**src/rtl/riscv_pkg.sv**
```systemverilog
// Shared RISC-V front-end definitions: instruction width, special encodings
// and the fetch controller state type.
package riscv_pkg;

  localparam int ILEN = 32;

  // addi x0,x0,0 -- presented on the IF/ID register whenever it holds nothing
  localparam logic [ILEN-1:0] NOP_INST    = 32'h0000_0013;
  // ebreak -- stops further fetching once it has been delivered
  localparam logic [ILEN-1:0] EBREAK_INST = 32'h0010_0073;

  typedef enum logic [1:0] {
    BOOT = 2'd0,
    RUN  = 2'd1,
    HALT = 2'd2
  } fetch_state_t;

endpackage

```
**src/rtl/fetch_unit32_if.sv**
```systemverilog
// Fetch-stage bus: the instruction-memory lookup on one side and the
// IF/ID valid/ready handshake on the other. The fetch unit is the master.
interface fetch_unit32_if #(
  parameter int n = 32
);

  logic [n-1:0] imem_addr;
  logic [n-1:0] imem_inst;
  logic         out_valid;
  logic         out_ready;
  logic [n-1:0] out_inst;
  logic [n-1:0] out_pc;

  modport master (
    output imem_addr,
    input  imem_inst,
    output out_valid,
    input  out_ready,
    output out_inst,
    output out_pc
  );

  modport slave (
    input  imem_addr,
    output imem_inst,
    input  out_valid,
    output out_ready,
    input  out_inst,
    input  out_pc
  );

endinterface

```
**src/rtl/pc_reg32.sv**
```systemverilog
// Program counter: reset value, +4 sequential advance and redirect mux.
// The PC is kept word aligned; the low two bits of any target are dropped.
module pc_reg32 #(
  parameter int           n        = 32,
  parameter logic [n-1:0] RESET_PC = '0
) (
  input  logic         clk,
  input  logic         rst_n,
  input  logic         advance,
  input  logic         redirect_valid,
  input  logic [n-1:0] redirect_pc,
  output logic [n-1:0] pc
);

  // Redirect wins over sequential advance; the +4 wraps naturally at 2^n.
  always_ff @(posedge clk or negedge rst_n) begin
    // NOTE: non-blocking assignments here so every register samples the
    // pre-edge values of its neighbours, exactly like the flops it models.
    if (!rst_n) begin
      pc <= {RESET_PC[n-1:2], 2'b00};
    end else if (redirect_valid) begin
      pc <= {redirect_pc[n-1:2], 2'b00};
    end else if (advance) begin
      pc <= pc + n'(4);
    end
  end

endmodule

```
**src/rtl/fetch_unit32.sv**
```systemverilog
// Instruction fetch stage: drives the PC to inst_memory32, captures the
// combinationally returned word into an IF/ID register with a valid/ready
// handshake, handles redirect/flush, halts after delivering EBREAK, and
// counts completed handshakes.
module fetch_unit32 #(
  parameter int           n           = riscv_pkg::ILEN,
  parameter logic [n-1:0] RESET_PC    = '0,
  parameter logic [n-1:0] NOP_INST    = riscv_pkg::NOP_INST,
  parameter logic [n-1:0] EBREAK_INST = riscv_pkg::EBREAK_INST
) (
  input  logic         clk,
  input  logic         rst_n,
  input  logic         en,
  input  logic         redirect_valid,
  input  logic [n-1:0] redirect_pc,
  fetch_unit32_if.master bus,
  output logic         halted,
  output logic [n-1:0] fetch_count
);

  import riscv_pkg::*;

  fetch_state_t state;
  fetch_state_t state_next;
  logic [n-1:0] pc;
  logic         fire;
  logic         slot_free;
  logic         capture;
  logic         is_ebreak;

  // Handshake bookkeeping: a transfer happens on fire; the output register
  // can take a new word when empty or when its current word is leaving.
  assign fire      = bus.out_valid & bus.out_ready;
  assign slot_free = ~bus.out_valid | bus.out_ready;
  assign is_ebreak = (bus.imem_inst == EBREAK_INST);

  // A redirect cycle never captures: the word on imem_inst belongs to the
  // old path, and the target is looked up on the following cycle.
  assign capture = (state == RUN) & en & slot_free & ~redirect_valid;

  assign bus.imem_addr = pc;
  assign halted        = (state == HALT);

  pc_reg32 #(
    .n        (n),
    .RESET_PC (RESET_PC)
  ) u_pc (
    .clk            (clk),
    .rst_n          (rst_n),
    .advance        (capture),
    .redirect_valid (redirect_valid),
    .redirect_pc    (redirect_pc),
    .pc             (pc)
  );

  // Next-state logic: redirect always lands in RUN, BOOT lasts one cycle,
  // and delivering an EBREAK parks the controller in HALT.
  always_comb begin
    // NOTE: default first so every path assigns state_next and no latch forms.
    state_next = state;
    if (redirect_valid) begin
      state_next = RUN;
    end else begin
      case (state)
        BOOT:    state_next = RUN;
        RUN:     if (capture && is_ebreak) state_next = HALT;
        HALT:    state_next = HALT;
        default: state_next = BOOT;
      endcase
    end
  end

  // State register.
  always_ff @(posedge clk or negedge rst_n) begin
    if (!rst_n) state <= BOOT;
    else        state <= state_next;
  end

  // IF/ID output register: flush on redirect, load on capture, empty on a
  // transfer with nothing behind it, otherwise hold (stall).
  always_ff @(posedge clk or negedge rst_n) begin
    if (!rst_n) begin
      bus.out_valid <= 1'b0;
      bus.out_inst  <= NOP_INST;
      bus.out_pc    <= '0;
    end else if (redirect_valid) begin
      bus.out_valid <= 1'b0;
      bus.out_inst  <= NOP_INST;
    end else if (capture) begin
      bus.out_valid <= 1'b1;
      bus.out_inst  <= bus.imem_inst;
      bus.out_pc    <= pc;
    end else if (fire) begin
      bus.out_valid <= 1'b0;
      bus.out_inst  <= NOP_INST;
    end
  end

  // Delivered-instruction counter; a transfer seen by the consumer counts
  // even if a redirect flushes the stage in the same cycle.
  always_ff @(posedge clk or negedge rst_n) begin
    if (!rst_n)    fetch_count <= '0;
    else if (fire) fetch_count <= fetch_count + n'(1);
  end

endmodule

```
**src/flat_wrapper.sv**
```systemverilog
// flat-port wrapper written by rule: the top's interface ports become plain ports
module fetch_unit32_flat import riscv_pkg::*;
#(
  parameter int           n           = riscv_pkg::ILEN,
  parameter logic [n-1:0] RESET_PC    = '0,
  parameter logic [n-1:0] NOP_INST    = riscv_pkg::NOP_INST,
  parameter logic [n-1:0] EBREAK_INST = riscv_pkg::EBREAK_INST
)
  (clk, rst_n, en, redirect_valid, redirect_pc, halted, fetch_count, bus_imem_addr, bus_imem_inst, bus_out_valid, bus_out_ready, bus_out_inst, bus_out_pc);
  fetch_unit32_if #(.n(n)) bus_i ();
  input  logic clk;
  input  logic rst_n;
  input  logic en;
  input  logic redirect_valid;
  input  logic [n-1:0] redirect_pc;
  output logic halted;
  output logic [n-1:0] fetch_count;
  output wire logic [$bits(bus_i.imem_addr)-1:0] bus_imem_addr;
  input wire logic [$bits(bus_i.imem_inst)-1:0] bus_imem_inst;
  output wire logic [$bits(bus_i.out_valid)-1:0] bus_out_valid;
  input wire logic [$bits(bus_i.out_ready)-1:0] bus_out_ready;
  output wire logic [$bits(bus_i.out_inst)-1:0] bus_out_inst;
  output wire logic [$bits(bus_i.out_pc)-1:0] bus_out_pc;
  assign bus_imem_addr = bus_i.imem_addr;
  assign bus_i.imem_inst = bus_imem_inst;
  assign bus_out_valid = bus_i.out_valid;
  assign bus_i.out_ready = bus_out_ready;
  assign bus_out_inst = bus_i.out_inst;
  assign bus_out_pc = bus_i.out_pc;
  fetch_unit32 #(.n(n), .RESET_PC(RESET_PC), .NOP_INST(NOP_INST), .EBREAK_INST(EBREAK_INST)) u_core (.clk(clk), .rst_n(rst_n), .en(en), .redirect_valid(redirect_valid), .redirect_pc(redirect_pc), .bus(bus_i), .halted(halted), .fetch_count(fetch_count));
endmodule
```
**config.mk**
```make
export PLATFORM = sky130hd
export DESIGN_NAME = fetch_unit32_flat
export DESIGN_NICKNAME = d
export VERILOG_FILES = /design/src/rtl/riscv_pkg.sv /design/src/rtl/fetch_unit32_if.sv /design/src/rtl/pc_reg32.sv /design/src/rtl/fetch_unit32.sv /design/src/flat_wrapper.sv
export SDC_FILE = /design/constraint.sdc
export NUM_CORES = 1
export LEC_CHECK = 0
export ABC_AREA = 1
export CAP_MARGIN = 20
export CORE_MARGIN = 2
export CORE_UTILIZATION = 48
export DETAILED_ROUTE_END_ITERATION = 12
export PLACE_DENSITY = 0.9
export RECOVER_POWER = 100
export SYNTH_ARGS = -nofsm -noshare
export SYNTH_HDL_FRONTEND = slang
export SYNTH_HIERARCHICAL = 1
export SYNTH_SLANG_ARGS = --single-unit
```
**constraint.sdc**
```tcl
create_clock -name clk -period 2.2 [get_ports clk]
set_input_delay 0.33 -clock clk [delete_from_list [all_inputs] [get_ports clk]]
set_output_delay 0.33 -clock clk [all_outputs]
set_load 0.005 [all_outputs]
```
==> results of run 1 <==
## worst paths after layout
| kind | to |
|---|---|
| worst max register to register | u_core/bus.out_pc[14]$_DFFE_PN0P_ |
| max in group asynchronous | u_core/bus.out_pc[29]$_DFFE_PN0P_ |
| worst min register to register | u_core/bus.out_pc[23]$_DFFE_PN0P_ |
| worst max-delay path | u_core/fetch_count[26]$_DFFE_PN0P_ |
| worst min-delay path | u_core/bus.out_pc[23]$_DFFE_PN0P_ |
| min in group asynchronous | u_core/fetch_count[24]$_DFFE_PN0P_ |
## cell usage in the layout, fill, tap and decap left out, types with 5 or more instances in the layout
cell type        count
nand2_1            283
dlygate4sd3_1      130
dfrtp_1            126
nor2_1              88
clkdlybuf4s50_1     64
inv_1               62
nand3_1             56
a22o_1              25
xor2_1              18
a22oi_1             18
clkbuf_16           17
nor2_2              12
nand4_1             11
o21ai_0             10
xnor2_1              8
o21bai_1             8
nor2_4               7
nand2_2              7
nor3_1               5
o21ai_1              5
nand3b_1             5
ha_1                 5
## through the flow
step / util [%] / setup slack (ps)
2_1_floorplan: - / 332.2
3_3_place_gp: 65.71 / -109.7
3_5_place_dp: 65.91 / 75.49
4_1_cts: 70.70 / 244.6
5_1_grt: 70.17 / 43.94
6_report: 70.17 / 142.0
## what timing repair did
item | in CTS | in global routing
setup buffers | 0 | 0
endpoints found under the setup margin | 0 | 0
hold buffers | 1 | 0
hold endpoints to repair | 47 | 0
## where the power goes
part           internal [mW]  switching (mW)  total [mW]
combinational           1.17            1.03        2.20
sequential              2.90           0.438        3.34
clock                   1.92            1.03        2.95
total                   5.99            2.50        8.49
## routing by layer
layer	global-route usage [%]	part of all wire, %	up-vias
li1	-	-	2980
met1	32.84	41	2927
met2	43.68	50	264
met3	6.579	6.8	34
met4	9.375	2.1	0
met5	0	0	-
## registers in the layout, indices dropped and copies added (netlist names)
| signal | flops |
|---|---|
| u_core/bus.out_inst | 32 |
| u_core/bus.out_pc | 32 |
| u_core/fetch_count | 32 |
| u_core/u_pc/pc | 30 |
| u_core/state | 2 |
| u_core/bus.out_valid | 1 |
## tightest hold or removal path, stage by stage (launching register included)
cell and delay, ps:
dfrtp_1 330, nand2_1 50, nand2_1 50
## final cells by class
| class | count | area [um2] | share of cell area (%) |
|---|---|---|---|
| clock buffer | 18 | 439.2 | 4.708 |
| clock inverter | 14 | 187.7 | 2.012 |
| inverter | 64 | 240.2 | 2.575 |
| multi-input combinational | 588 | 2924 | 31.34 |
| sequential | 129 | 3232 | 34.64 |
| tap | 176 | 220.2 | 2.361 |
| timing repair buffer | 208 | 2086 | 22.36 |
## logic make-up (layout without fill, tap and decap cells)
kind of cell | after synthesis | after routing | share of synthesized area, %
other | 1 | 2 | 0.05720
adders and majority gates | 5 | 5 | 0.9542
AOI/OAI and AO/OA | 70 | 70 | 7.843
and+or+nand+nor | 485 | 485 | 32.63
DFF | 129 | 129 | 49.29
buffers and inverters | 87 | 304 | 5.744
xor gates and xnor gates | 26 | 26 | 3.473
## synth_stat cells (8+ instances only)
library cell    n  area share (%)
nand4_1        11             1.0
inv_1          60             3.4
o21ai_0         8            0.61
o21bai_1        8            0.92
xor2_1         18             2.4
nand2_2         8            0.76
nor2_1         85             4.9
a22oi_1        18             2.1
nand2_1       281              16
dfrtp_1       126              48
nand3_1        56             4.3
nor2_2         14             1.3
buf_2          10            0.76
nor2_4          8             1.4
xnor2_1         8             1.1
a22o_1         25             3.3
==> summary.md, run 1 <==
| Metric | Value |
|---|---|
| Initial antenna violation count | 0 |
| Crit-path cells | dlygate4sd3_1, clkbuf_4, nand2_1, nor2_1, nand2_4, nor2_8, nand2_4, o21ai_0, nand2_1 |
| DRC | 0 |
| Hold depth | 2 |
| Worst path top cell family by delay | simple AND/OR/NAND/NOR gates |
| Power density cells | 910.5 nW/um2 |
| Data arrival, critical path | around 2400 ps |
| Fill cell count | 1024 |
| Crit. End Element | flop |
| WL final | 18600 um |
| Hold Violations, Final | 0 |
| Via Count | 6205 |
| Number of port buffers | just under 200 |
| Setup tns final | 0 ps |
| Clock transition at the registers of the reported paths | 60 ps |
| Worst Setup Path Type | input pin to flop |
| Mapped Area | 6556 um2 |
| First-pass GRT wire length | between 30000 and 40000 um |
| Placed Instance Area | about 8800 um2 |
| Outcome | finished, final reports clean |
| Fraction of layout cells with a size suffix above 1 | 8.325% |
| # IOs | 199 |
| Die Span X | about 120 um |
| Clock Tree Buf Depth | 2 |
| N_diodes | 0 |
| H-Tree Depth | 4 |
| Post-route insts no fill | 1197 |
| Overall Power | roughly 8.5 mW |
| Cts bufs inserted | 17 |
| Setup slack, reg-to-reg | 240 ps |
| Crit share post-route | 93.55% |
| Post-synth ARST share | 100.0% |
| WL/cell | 15.54 um |
| EDFF count, synth | 0 |
| WP buf/inv | 2 |
| Number of max-slew violations in the final report | 0 |
| Tot GR Track Use | 26.12% |
| Final GP Congestion | around 0.96 |
| Antenna-violating nets left | 0 |
| Reg2reg start | u_core/state[1]$_DFFE_PN0P_ |
| R2R depth | 9 |
| Largest stage delay, worst path | 560 ps |
| Core region area | 13300 um2 |
| Critical Path Stages | 9 |
| Iteration-0 DRC Markers | 645 |
| Die span in y | 120.9 um |
| CP startpoint | bus_out_ready |
| Sequential share of the synthesized area | 49.29% |
| Worst Tran Pin Value | 1343 ps |
| Mean Syn Cell Area | 8.165 um2 |
| Sink Count | ~130 |
| Critical path startpoint category | input pin |
| # rows | 42 |
| Crit-path slowest cell | dlygate4sd3_1 |
| Placed insts | 1164 |
| Worst hold start | u_core/bus.out_pc[23]$_DFFE_PN0P_ |
| Design Area, Final | between 9000 and 10000 um2 |
| CTS tree | done |
| Clk Latency, worst-skew pair | 410 ps |
| Largest net degree at the start of global routing | 64 |
| Syn-to-layout area delta | 42.29% |
| Synth Warn # | 6 |
| Via-to-Cell Ratio | 5.184 |
| Total grt overflow | 0 |
| Final setup violation count | 0 |
| Initial cell density of the core | between 40% and 50% |
| P_leak | 4.576 nW |
| Relative slew slack | 10.43% |
| Critical path data required time | 2490 ps |
| Max VDD drop | 595.6 uV |
| CP max FO | 7 |
| Number of global-route vias before repair | a little over 6000 |
| Initial DRT Pass Iterations | 5 |
| Unrepaired setup endpoints after global routing | false |
| Synth cell types | 34 |
| Post-synth top flop | dfrtp_1 |
| Post-detail-place hpwl | around 13000 um |
| Final min period | 2058 ps |
| Clock root cell | clkbuf_16 |
| Hold_ws | 461.5 ps |
| # resized after CTS | 0 |
| Synthesized flop and latch total | 129 |
| Max Clock Skew | a little over 9 ps |
| Cells after Synth | 803 |
| Max-cap violations | 0 |
| Final net count | 1082 |
| Fmax | 485.9 MHz |
| Die area | 14610 um2 |
| HP Class | flop to flop |
Power figures use the tool's default switching activity.
==> run 2, diff against run 1 <==
Settings changed: RECOVER_POWER 100 to 25.
==> run 2 against run 1 <==
  * Die area unchanged
  * Clock-buffer cell count unchanged
  * Register-to-register slack is essentially flat
  * Hold slack gained 5.5 ps
  * Sequential cell count unchanged
  * Worst setup slack gained 92 ps
  * Final area increased by 0.47%
  * Critical path type is now flop to flop
  * Critical endpoint is now u_core/u_pc/pc[4]$_DFFE_PN0N_
  * Largest cell class unchanged
==> summary.md, run 2 (synthesized netlist as in run 1, its figures left out) <==
| Metric | Value |
|---|---|
| Outcome | finished, final reports clean |
| Initial DRT Pass Iterations | 5 (unchanged) |
| Fraction of layout cells with a size suffix above 1 | 9.011% (+0.69 points) |
| P_leak | 4.338 nW (-5.2%) |
| Fill cell count | 1010 (-1.4%) |
| Clk Latency, worst-skew pair | 410 ps (about the same) |
| Design Area, Final | 9373 um2 (+0.47%) |
| CP max FO | 63 (+56) |
| Setup slack, reg-to-reg | 230 ps (about the same) |
| Syn-to-layout area delta | 42.96% |
| Crit. End Element | flop |
| Clock transition at the registers of the reported paths | 60 ps (about the same) |
| Power density cells | 932.5 nW/um2 (+2.4%) |
| PnR worst setup slack | 233.5 ps (+91.56 ps) |
| Max Clock Skew | 9.331 ps (+0.03370 ps) |
| Iteration-0 DRC Markers | 575 (-11%) |
| Via Count | 6290 (+1.4%) |
| Die span in y | 120.9 um (unchanged) |
| Commonest cells after routing, fill and taps aside | nand2_1, clkdlybuf4s50_1, dfrtp_1 |
| Data arrival, critical path | 2280 ps (-70 ps) |
| Clock root cell | clkbuf_16 |
| Final GP Congestion | 0.9623 (unchanged) |
| First-pass GRT wire length | 30040 um (unchanged) |
| # rows | 42 (unchanged) |
| Unrepaired setup endpoints after global routing | false |
| Hold_ws | 467.0 ps (+5.542 ps) |
| Critical path data required time | 2520 ps (+30 ps) |
| H-Tree Depth | 4 (unchanged) |
| Max VDD drop | 613.0 uV (+2.9%) |
| Die area | 14610 um2 (unchanged) |
| Number of max-slew violations in the final report | 0 (unchanged) |
| Setup tns final | 0 ps (unchanged) |
| Cts bufs inserted | 17 (unchanged) |
| Final net count | 1082 (unchanged) |
| # IOs | 199 (unchanged) |
| Core region area | 13300 um2 (unchanged) |
| Sink Count | 129 (unchanged) |
| DRC | 0 (unchanged) |
| Crit share post-route | 89.38% (-4.2 points) |
| Final min period | 1966 ps (-91.56 ps) |
| WL/cell | 15.64 um (+0.67%) |
| N_diodes | 0 (unchanged) |
| Die Span X | 120.9 um (unchanged) |
| Post-detail-place hpwl | 13060 um (unchanged) |
| Worst Tran Pin Value | 1342 ps (-1.439 ps) |
| Relative slew slack | 10.53% (+0.096 points) |
| Largest net degree at the start of global routing | 64 (unchanged) |
| Worst Setup Path Type | flop to flop |
| Post-CTS Hold Buffers | 1 (unchanged) |
| Via-to-Cell Ratio | 5.255 (+1.4%) |
| Total grt overflow | 0 (unchanged) |
| Final setup violation count | 0 (unchanged) |
| Top flop regs | u_core/bus.out_inst: 32 flops, u_core/bus.out_pc: 32 flops, u_core/fetch_count: 32 flops |
| HP Class | flop to flop |
| Critical path startpoint category | flop |
| Initial antenna violation count | 0 (unchanged) |
| # resized after CTS | 0 (unchanged) |
| Number of port buffers | 194 (unchanged) |
| Clock Tree Buf Depth | 2 (unchanged) |
| Antenna-violating nets left | 0 (unchanged) |
| Most common cell after layout, fill and taps aside | nand2_1 |
| Placed Instance Area | 8763 um2 (unchanged) |
| CTS tree | done |
| DP Worst Slack | 75.49 ps (unchanged) |
| Fmax | 508.5 MHz (+4.7%) |
| Number of global-route vias before repair | 6037 (unchanged) |
| Max-cap violations | 0 (unchanged) |
| Hold Violations, Final | 0 (unchanged) |
| Initial cell density of the core | 49.31% (unchanged) |
| Overall Power | 8.740 mW (+2.9%) |
| Tot GR Track Use | 26.12% (unchanged) |
| WL final | 18720 um (+0.67%) |
| Post-CTS Setup Bufs | 0 (unchanged) |
==> run 2: changes by cell type in the layout (fill, tap and decap cells not counted), moves of 2 or more <==
cell / change
clkbuf_2: -2
dlygate4sd3_1: -128
o21ai_1: +2
o21ai_0: -2
nor2_1: -3
nor2_2: +2
buf_4: +4
clkdlybuf4s50_1: +128
==> run 2: area by class of cell <==
type,instances,area (um2),area share [%]
sequential,129,3232,34.48
multi-input combinational,588,2950,31.48
timing repair buffer,208,2103,22.44
clock buffer,18,439.2,4.686
inverter,64,240.2,2.563
tap,176,220.2,2.349
clock inverter,14,187.7,2.002
==> run 2: critical path, stage by stage, from the launching register on <==
cell and delay (ps):
dfrtp_1 400, inv_1 80, ha_1 170, nand3_1 120
nor2_4 140, buf_12 270, nand2_1 120, inv_1 100
buf_12 170, nand2_1 60, o211ai_1 180
==> run 2: worst paths after layout <==
path	startpoint	end	cells after the start
setup / recovery	u_core/state[1]$_DFFE_PN0P_	u_core/u_pc/pc[4]$_DFFE_PN0N_	10
hold / removal	u_core/bus.out_pc[31]$_DFFE_PN0P_	u_core/bus.out_pc[31]$_DFFE_PN0P_	2
setup reg to reg	u_core/state[1]$_DFFE_PN0P_	u_core/u_pc/pc[4]$_DFFE_PN0N_	10
hold reg to reg	u_core/bus.out_pc[31]$_DFFE_PN0P_	u_core/bus.out_pc[31]$_DFFE_PN0P_	2
max in group asynchronous	rst_n	u_core/bus.out_pc[29]$_DFFE_PN0P_	3
min in group asynchronous	rst_n	u_core/fetch_count[24]$_DFFE_PN0P_	2
==> run 2: power by group <==
group	switching [mW]	internal, mW
sequential	0.462	2.90
combinational	1.04	1.38
clock	1.04	1.92
total	2.54	6.20
==> run 2: routing by layer <==
metal  track usage, %  routed length (um)
met1            32.84                7767
met3            6.579                1285
met4            9.375                 400
met2            43.68                9267
met5                0                   0
==> run 2: stage by stage <==
stage                     utilization [%]  instances
after floorplan                         -        804
after global placement              65.71       1163
after detailed placement            65.91       1164
after CTS                           70.70       1197
after global routing                70.50       1197
final                               70.50       1197
==> RTL change 1 (flow settings as in run 1) <==
Change the package constant `ILEN` from 32 to 48.
--- a/src/rtl/riscv_pkg.sv
+++ b/src/rtl/riscv_pkg.sv
@@ -4,3 +4,3 @@
 
-  localparam int ILEN = 32;
+  localparam int ILEN = 48;
 
Ports: changed (6 resized); port bits go from 199 to 295. No check against the original RTL was run, so the function may have changed too.
==> RTL change 1 against run 1 <==
The flow now finishes with violations (max-capacitance violations, max-slew violations). Sequential cell count grew 64. Worst setup slack got worse by 0.0012 ns. Synthesized area increased by 52%. Via count is 58% higher. Final cell count up 51%. Design area increased by 47%. Critical endpoint is now bus_imem_addr[20]. Count of clock-buffer cells in the layout decreased by 1. Utilization decreased by 2.4 points. Highest routed layer unchanged. Fmax about the same. Total power rose by 33%. Wire length is 71% higher.
==> RTL change 1: results (changes against run 1) <==
[status]
status = complete, but fails checks
violations = max-capacitance violations, max-slew violations

[logic_synthesis]
synth-seq-area-share = 0.4866  ; -0.006354
synth.avg_cell_area_um2 = 8.096  ; -0.85%
synth_common_cells = nand2_1, dfrtp_1, nor2_1, inv_1, nand3_1
synthTopCellsByArea = dfrtp_1, nand2_1, nor2_1

[job]
cap_viol_max_count = 1  ; +1

[cells_and_area]
n_all_inverters = 90  ; +41%
nNetsFinal = 1631  ; +51%
reg_top3 = u_core/bus.out_inst (48), u_core/bus.out_pc (48), u_core/fetch_count (48)
area_delta_synth_final_pct = 38.42
fillerInstances = 1600  ; +56%
drive_gt1_frac = 0.06502  ; -0.01823

[global_routing]
grt_usage = 0.2879  ; +0.02670
grt_pass1_vias = 9616  ; +59%
grt_max_degree = 63  ; -1.6%

[worst_setup_path]
cp.arrival_ns = 1.73  ; -0.62 ns
r2r_end = u_core/bus.out_inst[28]
r2r_cells = 6  ; -3
critPathLaunch = u_core/u_pc/pc[20]
cp_top_family = buffers and inverters

[sta]
worst_hold_slack_ns = 0.4658  ; +0.004316 ns
slew_violations = 62  ; +62

[placed_design]
portBuffers = 290  ; +49%
dp.final_hpwl_um = 23670  ; +81%

[pwr]
p_leak_nw = 6.582  ; +44%

[route]
drtIter0Drc = 823  ; +28%
vias = 9795  ; +58%

[floorplan]
row_count = 52  ; +24%

[min_path]
hp-start = u_core/bus.out_pc[44]

## RTL change 1: per-layer routing
| metal | routed length (um) | GRT usage |
|---|---|---|
| met3 | 2598 | 0.06049 |
| met4 | 1175 | 0.1167 |
| met5 | 0 | 0 |
| met2 | 15660 | 0.4974 |
| met1 | 12330 | 0.3526 |
## RTL change 1: worst min-delay path, delay by kind of cell (launching register included)
| family | cells | cell delay [ns] |
|---|---|---|
| flip-flops | 1 | 0.34 |
| AND/OR/NAND/NOR | 2 | 0.10 |
## RTL change 1: power breakdown
part	internal, mW	switching, mW	leakage [nW]	total [mW]
logic	1.71	1.58	3.79	3.29
registers	4.31	0.634	2.50	4.94
clock network	1.53	1.57	0.289	3.10
## RTL change 1: logic make-up after synthesis
logic type | after synthesis | synth area share
other | 1 | 0.0003775
XOR/XNOR | 55 | 0.04849
adder cells (fa/ha/maj) | 5 | 0.006298
buffers and inverters | 124 | 0.05278
AO/OA/AOI/OAI | 116 | 0.08868
AND/OR/NAND/NOR | 733 | 0.3168
flip-flops | 193 | 0.4866
==> RTL change 2 (config.mk and constraints of run 1) <==
Without the edit above. Reset style: synchronous (`rst_n`), changed in 4 clocked blocks.
--- a/src/rtl/pc_reg32.sv
+++ b/src/rtl/pc_reg32.sv
@@ -15,3 +15,3 @@
   // Redirect wins over sequential advance; the +4 wraps naturally at 2^n.
-  always_ff @(posedge clk or negedge rst_n) begin
+  always_ff @(posedge clk) begin
     // NOTE: non-blocking assignments here so every register samples the
--- a/src/rtl/fetch_unit32.sv
+++ b/src/rtl/fetch_unit32.sv
@@ -73,3 +73,3 @@
   // State register.
-  always_ff @(posedge clk or negedge rst_n) begin
+  always_ff @(posedge clk) begin
     if (!rst_n) state <= BOOT;
@@ -80,3 +80,3 @@
   // transfer with nothing behind it, otherwise hold (stall).
-  always_ff @(posedge clk or negedge rst_n) begin
+  always_ff @(posedge clk) begin
     if (!rst_n) begin
@@ -100,3 +100,3 @@
   // even if a redirect flushes the stage in the same cycle.
-  always_ff @(posedge clk or negedge rst_n) begin
+  always_ff @(posedge clk) begin
     if (!rst_n)    fetch_count <= '0;
Check against the original RTL: differs if rst_n is asserted again (counterexample within 4 cycles, from zero or initial values and one cycle with rst_n low); with rst_n held inactive, the same outputs for 4 cycles.
==> RTL change 2 against run 1 <==
Sequential cell count did not move. Design area fell by 3.6%. Worst setup slack gained 0.11 ns. Hold slack got worse by 0.16 ns. Wire length rose by 4.8%. Synthesized area is 3.5% lower. Global-route usage is 1.3 points higher. Via count is 13% higher.
Power is not compared: it rests on default switching activity, and its combinational part moved more than twofold at a synthesized area within 25%.
==> RTL change 2: results (changes against run 1) <==
[status]
status = finished clean

[worst_setup_path]
cp.arrival_ns = 2.26  ; -0.09 ns
crit_fanout = 9  ; +2

[pwr]
swShare = 0.2321

[sta]
max_slew_margin = 0.4541  ; +0.3498
finalClockSkew_ns = 0.005609  ; -0.003689 ns

[route]
via_per_inst = 5.371  ; +3.6%
drtIter0Drc = 607  ; -5.9%
finalWirelength_um = 19490  ; +4.8%

[clocking]
worstSkewPairLatency_ns = 0.42
clkTransAtPathRegs_ns = 0.06  ; about the same
cts.hold.buffers_added = 0  ; -1
post-cts-setup-buffer-count = 0  ; unchanged
clockBufferDepth = 2  ; unchanged

[logic_synthesis]
synth_common_cells = nand2_1, nor2_1, dfxtp_1, nand3_1, inv_1
synth_cell_types = 33  ; -2.9%
synth.avg_cell_area_um2 = 6.822  ; -16%
synth-seq-area-share = 0.4084  ; -0.08455
synthTopCellsByArea = dfxtp_1, nand2_1, nor2_1
ys.flop_type = dfxtp_1
async_flop_share = 0  ; -1.000

[cells_and_area]
nNetsFinal = 1195  ; +10%
fillerInstances = 1037  ; +1.3%
stdcell_count = 1305  ; +9.0%
drive_gt1_frac = 0.06708  ; -0.01617

[global_routing]
grt_usage = 0.2745  ; +0.01327
grt_max_degree = 51  ; -20%
grt_pass1_wl_um = 31750  ; +5.7%
grt_pass1_vias = 6588  ; +9.1%

[placed_design]
dp_slack_ns = 0.1988  ; +0.1234 ns
dp.final_hpwl_um = 13550  ; +3.7%
gp_congestion = 0.9161  ; -4.8%

[min_path]
min_path_type = in2reg

-- RTL change 2: worst paths after layout --
kind / from / to / slack, ns / depth (start not counted)
worst min register to register: u_core/bus.out_inst[28] / u_core/bus.out_inst[28] / 0.47 / 2
worst max register to register: u_core/state[1] / u_core/bus.out_pc[8] / 0.32 / 8
worst min-delay path: rst_n / u_core/bus.out_pc[16] / 0.30 / 3
worst max-delay path: bus_out_ready / u_core/fetch_count[24] / 0.25 / 10
-- RTL change 2: layout make-up --
class	instances	area share
flip-flops and latches	129	0.2873
well taps	172	0.02394
clock inverters	5	0.008351
inverters	81	0.03382
clock buffers	26	0.05665
multi-input cells	682	0.3588
repair buffers	210	0.2312
-- RTL change 2: power by group through the flow --
stage                     clock [mW]  combinational, mW  sequential [mW]
final                           2.81              0.580             2.51
after global routing            2.94              0.635             2.52
after CTS                       2.82              0.621             2.51
after detailed placement           0              0.613             2.55
after global placement             0              0.603             2.55
after floorplan                    0              0.252             2.54
-- RTL change 2: cells by family (layout without fill, tap and decap cells) --
group	Yosys count	in the layout	synth area share
AO/OA/AOI/OAI	152	152	0.1328
AND/OR/NAND/NOR	512	512	0.3579
flip-flops	129	129	0.4084
other	1	2	0.0005930
XOR/XNOR	11	11	0.01524
adder cells (fa/ha/maj)	5	5	0.009893
buffers and inverters	117	322	0.07519
-- RTL change 2: routing by layer --
layer	global-route usage	vias up	wire, um
met3	0.05985	73	1293
met4	0.1488	0	796
li1	-	3395	-
met5	0	-	0
met1	0.3292	3228	7963
met2	0.4562	313	9440
-- RTL change 2: stage by stage --
| step | utilization | area (um2) |
|---|---|---|
| 2_1_floorplan | - | 6327 |
| 3_3_place_gp | 0.6674 | 8491 |
| 3_5_place_dp | 0.6674 | 8491 |
| 4_1_cts | 0.7133 | 9075 |
| 5_1_grt | 0.7066 | 8990 |
| 6_report | 0.7066 | 8990 |
-- RTL change 2: critical path, cell delays in order --
cell and delay (ns):
dlygate4sd3_1 0.55, nand2_1 0.28, nor2_1 0.27, nand2_1 0.18
nor2_1 0.21, nand2_1 0.14, inv_2 0.10, nand3_1 0.07
nand2_1 0.08, nor2_1 0.05
